==> config.mk <==
export PLATFORM = sky130hd
export DESIGN_NAME = uart_rx
export DESIGN_NICKNAME = d
export VERILOG_FILES = /design/src/rtl/uart_pkg.sv /design/src/rtl/uart_sync2.sv /design/src/rtl/uart_rx.sv
export SDC_FILE = /design/constraint.sdc
export NUM_CORES = 1
export LEC_CHECK = 0
export ABC_AREA = 1
export CAP_MARGIN = 20
export CORE_MARGIN = 10
export CORE_UTILIZATION = 48
export CTS_CLUSTER_DIAMETER = 100
export CTS_CLUSTER_SIZE = 40
export DETAILED_ROUTE_END_ITERATION = 8
export PLACE_DENSITY = 0.67
export SETUP_SLACK_MARGIN = 0.5
export SYNTH_ARGS = -nofsm -noshare
export SYNTH_HDL_FRONTEND = slang
export SYNTH_HIERARCHICAL = 1
export SYNTH_SLANG_ARGS = --single-unit
==> constraint.sdc <==
create_clock -name MAIN_CLOCK -period 1.7 [get_ports MAIN_CLOCK]
set_input_delay 0.34 -clock MAIN_CLOCK [delete_from_list [all_inputs] [get_ports MAIN_CLOCK]]
set_output_delay 0.34 -clock MAIN_CLOCK [all_outputs]
set_load 0.05 [all_outputs]
==> src/rtl/uart_pkg.sv <==
// Shared UART definitions: receiver/transmitter state encoding and default sizing.
// Intended for reuse by uart_rx and a future uart_tx.
package uart_pkg;

  localparam int unsigned DEFAULT_CLKS_PER_BIT = 5208;  // 50 MHz / 9600 baud
  localparam int unsigned UART_DATA_BITS       = 8;

  typedef enum logic [2:0] {
    IDLE   = 3'd0,
    START  = 3'd1,
    DATA   = 3'd2,
    PARITY = 3'd3,
    STOP   = 3'd4
  } rx_state_t;

endpackage

==> src/rtl/uart_sync2.sv <==
// Generic two-flop synchroniser for asynchronous inputs.
// Ports:
//   i_clk    - destination clock
//   i_rst_n  - asynchronous active-low reset (both flops load RESET_VAL)
//   i_async  - asynchronous input
//   o_sync   - synchronised output, two cycles of latency
module uart_sync2 #(
  parameter int unsigned WIDTH     = 1,
  parameter logic        RESET_VAL = 1'b1
) (
  input  logic             i_clk,
  input  logic             i_rst_n,
  input  logic [WIDTH-1:0] i_async,
  output logic [WIDTH-1:0] o_sync
);

  logic [WIDTH-1:0] r_meta;
  logic [WIDTH-1:0] r_sync;

  always_ff @(posedge i_clk or negedge i_rst_n) begin
    if (!i_rst_n) begin
      r_meta <= {WIDTH{RESET_VAL}};
      r_sync <= {WIDTH{RESET_VAL}};
    end else begin
      r_meta <= i_async;
      r_sync <= r_meta;
    end
  end

  assign o_sync = r_sync;

endmodule

==> src/rtl/uart_rx.sv <==
// UART receiver, 8 data bits LSB first, 1 stop bit, optional even parity.
// Optional feature macro: UART_RX_PARITY_EN (adds a parity bit after the data).
// Ports:
//   MAIN_CLOCK           - system clock, rising edge
//   RESET_N              - asynchronous active-low reset
//   RX_SERIAL            - asynchronous serial line, idles high
//   RX_DATA              - last good byte, held until the next good frame
//   RECEIVED_8_BITS_FLAG - one-cycle pulse when RX_DATA is updated
//   RX_BUSY              - high while a frame is being received
//   FRAMING_ERROR        - one-cycle pulse when the stop bit samples 0
//   PARITY_ERROR         - one-cycle pulse on parity mismatch (0 without parity)
module uart_rx
  import uart_pkg::*;
#(
  parameter int unsigned CLKS_PER_BIT = DEFAULT_CLKS_PER_BIT,
  parameter int unsigned DATA_BITS    = UART_DATA_BITS
) (
  input  logic                 MAIN_CLOCK,
  input  logic                 RESET_N,
  input  logic                 RX_SERIAL,
  output logic [DATA_BITS-1:0] RX_DATA,
  output logic                 RECEIVED_8_BITS_FLAG,
  output logic                 RX_BUSY,
  output logic                 FRAMING_ERROR,
  output logic                 PARITY_ERROR
);

  localparam int unsigned CNT_W = (CLKS_PER_BIT > 1) ? $clog2(CLKS_PER_BIT) : 1;
  localparam logic [CNT_W-1:0] HALF_CNT = CNT_W'((CLKS_PER_BIT - 1) / 2);
  localparam logic [CNT_W-1:0] FULL_CNT = CNT_W'(CLKS_PER_BIT - 1);
  localparam logic [2:0]       LAST_IDX = 3'(DATA_BITS - 1);

  rx_state_t            r_state;
  logic [CNT_W-1:0]     r_clk_cnt;
  logic [2:0]           r_bit_idx;
  logic [DATA_BITS-1:0] r_shift;
  logic [DATA_BITS-1:0] r_data;
  logic                 r_flag;
  logic                 r_busy;
  logic                 r_ferr;
  logic                 w_rx_s;
  logic                 w_par_ok;

  // Bring the serial line into the clock domain; idle-high reset value.
  uart_sync2 #(
    .WIDTH     (1),
    .RESET_VAL (1'b1)
  ) u_sync (
    .i_clk   (MAIN_CLOCK),
    .i_rst_n (RESET_N),
    .i_async (RX_SERIAL),
    .o_sync  (w_rx_s)
  );

`ifdef UART_RX_PARITY_EN
  logic r_par_bit;
  logic r_perr;

  // Even parity: the parity bit equals the XOR of the data bits.
  assign w_par_ok     = (r_par_bit == ^r_shift);
  assign PARITY_ERROR = r_perr;
`else
  assign w_par_ok     = 1'b1;
  assign PARITY_ERROR = 1'b0;
`endif

  // Receive FSM; every bit after the start bit is sampled one full bit
  // period after the previous sample, i.e. at mid-bit.
  always_ff @(posedge MAIN_CLOCK or negedge RESET_N) begin
    if (!RESET_N) begin
      r_state   <= IDLE;
      r_clk_cnt <= '0;
      r_bit_idx <= '0;
      r_shift   <= '0;
      r_data    <= '0;
      r_flag    <= 1'b0;
      r_busy    <= 1'b0;
      r_ferr    <= 1'b0;
`ifdef UART_RX_PARITY_EN
      r_par_bit <= 1'b0;
      r_perr    <= 1'b0;
`endif
    end else begin
      r_flag <= 1'b0;
      r_ferr <= 1'b0;
`ifdef UART_RX_PARITY_EN
      r_perr <= 1'b0;
`endif
      case (r_state)
        IDLE: begin
          r_clk_cnt <= '0;
          if (!w_rx_s) begin
            r_state <= START;
            r_busy  <= 1'b1;
          end
        end

        // Re-check the line at mid start bit to reject short glitches.
        START: begin
          if (r_clk_cnt == HALF_CNT) begin
            r_clk_cnt <= '0;
            if (!w_rx_s) begin
              r_state   <= DATA;
              r_bit_idx <= '0;
            end else begin
              r_state <= IDLE;
              r_busy  <= 1'b0;
            end
          end else begin
            r_clk_cnt <= r_clk_cnt + CNT_W'(1);
          end
        end

        DATA: begin
          if (r_clk_cnt == FULL_CNT) begin
            r_clk_cnt          <= '0;
            r_shift[r_bit_idx] <= w_rx_s;
            if (r_bit_idx == LAST_IDX) begin
`ifdef UART_RX_PARITY_EN
              r_state <= PARITY;
`else
              r_state <= STOP;
`endif
            end else begin
              r_bit_idx <= r_bit_idx + 3'd1;
            end
          end else begin
            r_clk_cnt <= r_clk_cnt + CNT_W'(1);
          end
        end

`ifdef UART_RX_PARITY_EN
        PARITY: begin
          if (r_clk_cnt == FULL_CNT) begin
            r_clk_cnt <= '0;
            r_par_bit <= w_rx_s;
            r_state   <= STOP;
          end else begin
            r_clk_cnt <= r_clk_cnt + CNT_W'(1);
          end
        end
`endif

        // Leave at mid stop bit so a following start edge is not missed.
        STOP: begin
          if (r_clk_cnt == FULL_CNT) begin
            r_clk_cnt <= '0;
            r_state   <= IDLE;
            r_busy    <= 1'b0;
            if (w_rx_s && w_par_ok) begin
              r_data <= r_shift;
              r_flag <= 1'b1;
            end
            if (!w_rx_s) begin
              r_ferr <= 1'b1;
            end
`ifdef UART_RX_PARITY_EN
            if (!w_par_ok) begin
              r_perr <= 1'b1;
            end
`endif
          end else begin
            r_clk_cnt <= r_clk_cnt + CNT_W'(1);
          end
        end

        default: begin
          r_state   <= IDLE;
          r_busy    <= 1'b0;
          r_clk_cnt <= '0;
        end
      endcase
    end
  end

  assign RX_DATA              = r_data;
  assign RECEIVED_8_BITS_FLAG = r_flag;
  assign RX_BUSY              = r_busy;
  assign FRAMING_ERROR        = r_ferr;

endmodule
Yosys cells after proc, flatten, opt, wreduce, memory -nomap -nowiden
Index checks and enable logic that the tools add are counted.
Word-level totals
  flip-flop bits (word level): 40
  bits of input ports: 3
  output and inout bits: 12
  word-level logic and storage cells: 67
Cells by class
  add/sub/neg operators: 2
  magnitude comparators: 2
  equal/unequal tests: 14
  multiplexer cells: 29
  bitwise gates (word level): 1
  reductions and logical operators: 9
Operators by type and width (number)
  2-to-1 mux 3 bit: 9
  2-to-1 mux 13 bit: 2
  one-hot mux 13 bit (2 select lines): 1
  AND reduction 5 bit: 3
  inequality test 2 bit (second input constant): 7
  adder 13 x 1 -> 13 bit (second input constant): 1
  equality test 13 x 12 -> 1 bit (second input constant): 1
  equality test 13 bit (second input constant): 1
  one-hot mux 3 bit (4 select lines): 1
  2-to-1 mux 1 bit: 11
  bitwise mux 8 bit: 1
  equality test 3 bit (second input constant): 2
  one-hot mux 3 bit (2 select lines): 1
  < comparator 3 x 4 -> 1 bit (second input constant): 1
  one-hot mux 1 bit (4 select lines): 1
  adder 3 x 1 -> 3 bit (second input constant): 1
  demux 1 bit (select 3 bit): 1
  equality test 3 x 1 -> 1 bit (second input constant): 1
  equality test 3 x 2 -> 1 bit (second input constant): 1
  greater-or-equal comparator 3 x 1 -> 1 bit (second input constant): 1
  zero test 3 bit: 1
  AND reduction 3 bit: 1
  2-to-1 mux 2 bit: 1
  inequality test 2 x 1 -> 1 bit (second input constant): 1
  5 further kinds: 5

Longest topological paths before layout
  depth in word-level cells: 5
  gate-level depth with buffers: 9
  depth with buffers taken out: 9

Modules after synthesis
The synthesis kept the hierarchy.
By module, submodules not included
  uart_rx: times used 1, cells each 253, area an instance 1963.1 µm², sequential area each 950.9 µm²
  uart_sync2: times used 1, cells each 2, area an instance 52.6 µm², sequential area each 52.6 µm²

Least setup slack after synthesis
OpenSTA, ideal clock, no wires.
  path type: register to register
  start point: reg r_clk_cnt[0]
  end point: reg r_clk_cnt[12]
  library setup time: 0.118 ns
  arrival: 1.253 ns
  required time: 1.582 ns
  slack: 0.329 ns
  stages on the path, launching flop included: 10
  path buffers: 1
  period minus slack after synthesis: 1.371 ns
  cell sequence: dfrtp_1 -> ha_1 -> nand2_4 -> nor2_4 -> nand3_2 -> nand2_1 -> nand2_2 -> inv_2 -> buf_4 -> nor2_1
On the way
  word-level cells in the longest chain between the ends: 3
  elaborated cells between the ends (all ways): 6
  classes of those cells: add/sub: 1; eq/ne: 2; mux: 3
RTL lines
  start: declaration: line uart_rx.sv:34  | logic [CNT_W-1:0] r_clk_cnt;
  start signal: assignment: line uart_rx.sv:110  | r_clk_cnt <= r_clk_cnt + CNT_W'(1);
  start signal: assignment: line uart_rx.sv:128  | r_clk_cnt <= r_clk_cnt + CNT_W'(1);
  start signal: assignment: line uart_rx.sv:163  | r_clk_cnt <= r_clk_cnt + CNT_W'(1);
  adder 13 x 1 -> 13 bit, or another cell as far along: line uart_rx.sv:110, uart_rx.sv:128, uart_rx.sv:163
  2-to-1 mux 13 bit, on equally long branches: line uart_rx.sv:115, uart_rx.sv:146, uart_rx.sv:100
  one-hot mux 13 bit (2 select lines) (*): line uart_rx.sv:89  | case (r_state)
Every way passes the cells marked *; elsewhere a longest branch is shown, timed or not.
A chain may end at the register's enable or synchronous reset.

Worst setup path in the final report
  start point: reg r_clk_cnt[1]
  end point: reg r_clk_cnt[10]
Same word-level chain as after synthesis.

==> results.md <==
- The flow ran to the end, and the final reports show no timing, DRC or antenna violations.
- The total I/O pin count is 15.
- Setup repair after global routing could not meet its margin everywhere.
- The total CTS buffers is 5.
- The clock-pin slew reported for the worst setup and hold paths after clock tree synthesis is 80 ps.
- Counting both buffers and inverters, the worst setup path holds a total of 1.
- The worst reg2reg path startpoint is r_clk_cnt[1].
- The critical path is of the register to register type.
- In this run the power density over the cells is 709 nW/um^2.
- The kind of cell with the highest combined delay along the critical path is simple AND/OR/NAND/NOR gates.
- In this run, the number of DRC markers left after iteration 0 of detailed routing was 81.
- The count of buffers added on input and output ports is 13.
- The top cell types in the final layout, fill and taps aside, are sky130_fd_sc_hd__nand2_1, sky130_fd_sc_hd__dfrtp_1, sky130_fd_sc_hd__nand3_1, sky130_fd_sc_hd__buf_4.
- The final setup skew is 4.92 ps.
- Cells with a size suffix above 1 make up 34.6% of the layout.
- The clock tree from TritonCTS is done.
- Summing all placed instances gives a cell area of 2200 um^2.
- The final count of pins violating max slew is 0.
- In this run, placement finished with an instance count of 315.
- The peak clock frequency supported by timing is 0.683 GHz.
- The placeable core region is 4030 um^2.
- The internal reg-to-reg setup slack is 240 ps.
- The number of synthesis warnings is 6.
- The buffer type at the clock tree root is sky130_fd_sc_hd__clkbuf_8.
- STA puts the critical path data arrival time at 1690 ps.
- The synthesized area per cell is 7.90 um^2.
- The clock insertion delay at the later pin of the skew report is 290 ps.
- CTS built an H-tree with a depth of 2.
- VDD sags by at most 0.512 mV.
- The final route contains 1734 vias.
- For this design, the sink count on the clock tree is 40.
- The effective utilization at floorplan is 50.0%.
- The hold path depth is 0.
- The first detailed-routing pass took 5 iterations.
- The net count after synthesis is 261.
- Entering global routing, the biggest net connects 24 pins.
- The initial antenna violation count is 0.
- The sort of element at the start of the critical path is a register.
- The critical path depth in cells is 8.
- The number of hold violations in the final report is 0.
- The count of inserted antenna diode cells is 0.
- The critical path's largest stage delay is 390 ps.
- The final critical-path share of the clock period is 86.2%.
- For this run, the post-layout net count is 300.
- The final HPWL from detailed placement is 2790 um.
- Compared with the post-synthesis result, the final layout area differs by 34.0%.
- The portion of the post-synthesis area used by sequential elements is 49.8%.
- The smallest clock period supported by the final layout is computed as 1460 ps.
- The class of the worst hold path is register to register.
- Global routing consumed, over all layers together, 11.1% of the routing resources.
- The kind of end point of the critical path is a register.
- After filler insertion, the fill cell instance count of the layout stands at 332.
- The worst flop-to-flop path endpoint is r_clk_cnt[10].
- The via count of the first global-routing pass is 1521.
- The die covers 7190 um^2.
- The post-synthesis instance area is 2020 um^2.
- After technology mapping, the gate count stands at 255.
- The final estimated routing congestion in global placement is 0.840.
- The largest individual stage delay along the critical path comes from the cell sky130_fd_sc_hd__dfrtp_1.
- The routed via count divided by cell count is 5.03.
- For the worst flop-to-flop path, the logic depth is 8.
- After routing, the total negative slack on setup checks comes to 0 ps.
- In this run the remaining antenna-violating nets after routing total 0.
- The core utilization of the finished layout is 67.0%.
- The die outline height is 84.8 um.
- The count of maximum capacitance violations is 0.
- The routed wire length is 4310 um.
- For this run the aggregate overflow at the end of global routing stands at 0.
- The setup violation total in the final timing report is 0.
- The first global-routing pass estimated 6690 um of wire.
- The design draws 1.91 mW.
- The analysis attributes to cell leakage a power of 1.37 nW.
- The die width is 84.8 um.
- The register bit count reported by yosys is 40.
- The longest clock path from root to sink contains 2 buffers.
- After detailed routing, the number of remaining DRC violations is 0.
- The summed area of non-filler cells in the final layout is 2700 um^2.
- In this run the most critical hold path is launched from u_sync/r_meta.
- The commonest non-fill, non-tap cell in the layout is sky130_fd_sc_hd__nand2_1.
- For hold timing, the worst endpoint is u_sync/o_sync.
- The critical path required time is 1920 ps.
- In this run the core area contains 23 standard-cell rows.
- The count of placed standard cells in the final layout, fillers left out is 345.
- Walking the worst path, the cells encountered are ha_4 > nand2_4 > buf_4 > nor2_2 > nand2_2 > o21ai_0 > nand2_1 > nor2_1.
- The distinct cell type count of the synthesized netlist is 28.
- The routed wire length per instance is 12.5 um.
- In this run the worst path has a maximum fanout of 5.
[cells in the mapped netlist]
master | n | area [um^2]
sky130_fd_sc_hd__o21ai_0 | 7 | 35.0
sky130_fd_sc_hd__buf_4 | 3 | 22.5
sky130_fd_sc_hd__nor2_4 | 2 | 22.5
sky130_fd_sc_hd__nor2_2 | 2 | 12.5
sky130_fd_sc_hd__clkinv_1 | 1 | 3.75
sky130_fd_sc_hd__nand2_1 | 88 | 330
sky130_fd_sc_hd__nand3_2 | 2 | 20.0
sky130_fd_sc_hd__o21ai_1 | 1 | 5.00
sky130_fd_sc_hd__nand2_2 | 3 | 18.8
sky130_fd_sc_hd__inv_1 | 23 | 86.3
sky130_fd_sc_hd__conb_1 | 1 | 3.75
sky130_fd_sc_hd__nor3_2 | 2 | 20.0
sky130_fd_sc_hd__ha_1 | 3 | 37.5
sky130_fd_sc_hd__buf_6 | 1 | 11.3
sky130_fd_sc_hd__nand3_4 | 1 | 17.5
sky130_fd_sc_hd__dfrtp_1 | 38 | 951
sky130_fd_sc_hd__nand2_4 | 1 | 11.3
sky130_fd_sc_hd__nor3_1 | 4 | 20.0
sky130_fd_sc_hd__a21oi_1 | 1 | 5.00
sky130_fd_sc_hd__nor4_1 | 1 | 6.26
sky130_fd_sc_hd__nand3_1 | 22 | 110
sky130_fd_sc_hd__xor2_1 | 2 | 17.5
sky130_fd_sc_hd__inv_2 | 6 | 22.5
sky130_fd_sc_hd__buf_2 | 1 | 5.00
sky130_fd_sc_hd__clkinv_2 | 1 | 5.00
sky130_fd_sc_hd__nand4_1 | 11 | 68.8
sky130_fd_sc_hd__nor2_1 | 25 | 93.8
sky130_fd_sc_hd__dfstp_2 | 2 | 52.6
[state kept, by name, indices dropped and copies added, names as in the netlist]
register              count
r_bit_idx                 3
r_clk_cnt                13
RX_BUSY                   1
RECEIVED_8_BITS_FLAG      1
r_state                   3
RX_DATA                   8
u_sync/r_meta             1
r_shift                   8
u_sync/o_sync             1
FRAMING_ERROR             1
[kinds of logic (layout without fill, tap and decap cells)]
| group | Yosys count | in the layout | share of synthesized area (%) |
|---|---|---|---|
| and+or+nand+nor | 164 | 165 | 37.3 |
| DFF | 40 | 40 | 49.8 |
| buffers and inverters | 36 | 75 | 7.76 |
| AOI/OAI and AO/OA | 9 | 9 | 2.23 |
| adders and majority gates | 3 | 3 | 1.86 |
| xor gates and xnor gates | 2 | 2 | 0.869 |
| other | 1 | 1 | 0.186 |
[power by group]
group          internal [mW]  leakage, nW  switching, mW
sequential             0.956        0.529        0.00251
combinational         0.0127        0.773         0.0296
clock                  0.587       0.0654          0.327
total                   1.56         1.37          0.359
[cell type report]
type	instances	area, um^2	share of cell area [%]
clock inverters	2	60.1	2.22
repair buffers	34	324	12.0
repair inverters	2	13.8	0.510
well taps	50	62.6	2.32
inverters	31	136	5.05
multi-input cells	180	1020	37.8
flip-flops and latches	40	1010	37.4
clock buffers	6	72.6	2.69
[through the flow]
stage | hold WS, ps | setup slack (ps)
4_1_cts | 360 | 267
3_3_place_gp | 311 | 194
3_5_place_dp | 300 | 170
5_1_grt | 364 | 130
2_1_floorplan | 44.4 | 381
6_report | 363 | 235
[routing by layer]
| layer | global-route usage (%) | up-vias | part of all wire (%) |
|---|---|---|---|
| li1 | - | 895 | - |
| met1 | 14.6 | 808 | 49 |
| met2 | 16.4 | 24 | 45 |
| met3 | 3.09 | 7 | 3.8 |
| met4 | 5.39 | 0 | 1.8 |
| met5 | 0 | - | 0 |
[repair_timing]
item                       in CTS  in global routing
buffers inserted                6                 12
hold endpoints to repair       15                  0
setup endpoints to repair      47                 48
gates cloned                    1                  2
hold buffers                    1                  0
pin swaps                       1                  5
resized for setup              14                 50
[worst max path at each step]
stage,slack (ps),to,start
floorplan,380,r_clk_cnt[12],r_clk_cnt[0]
global placement,190,r_shift[0],r_clk_cnt[0]
detailed placement,170,r_shift[7],r_clk_cnt[0]
CTS,270,RX_DATA[6],r_clk_cnt[1]
global route,130,r_clk_cnt[10],r_clk_cnt[1]
finish,240,r_clk_cnt[10],r_clk_cnt[1]
Power figures use the tool's default switching activity.
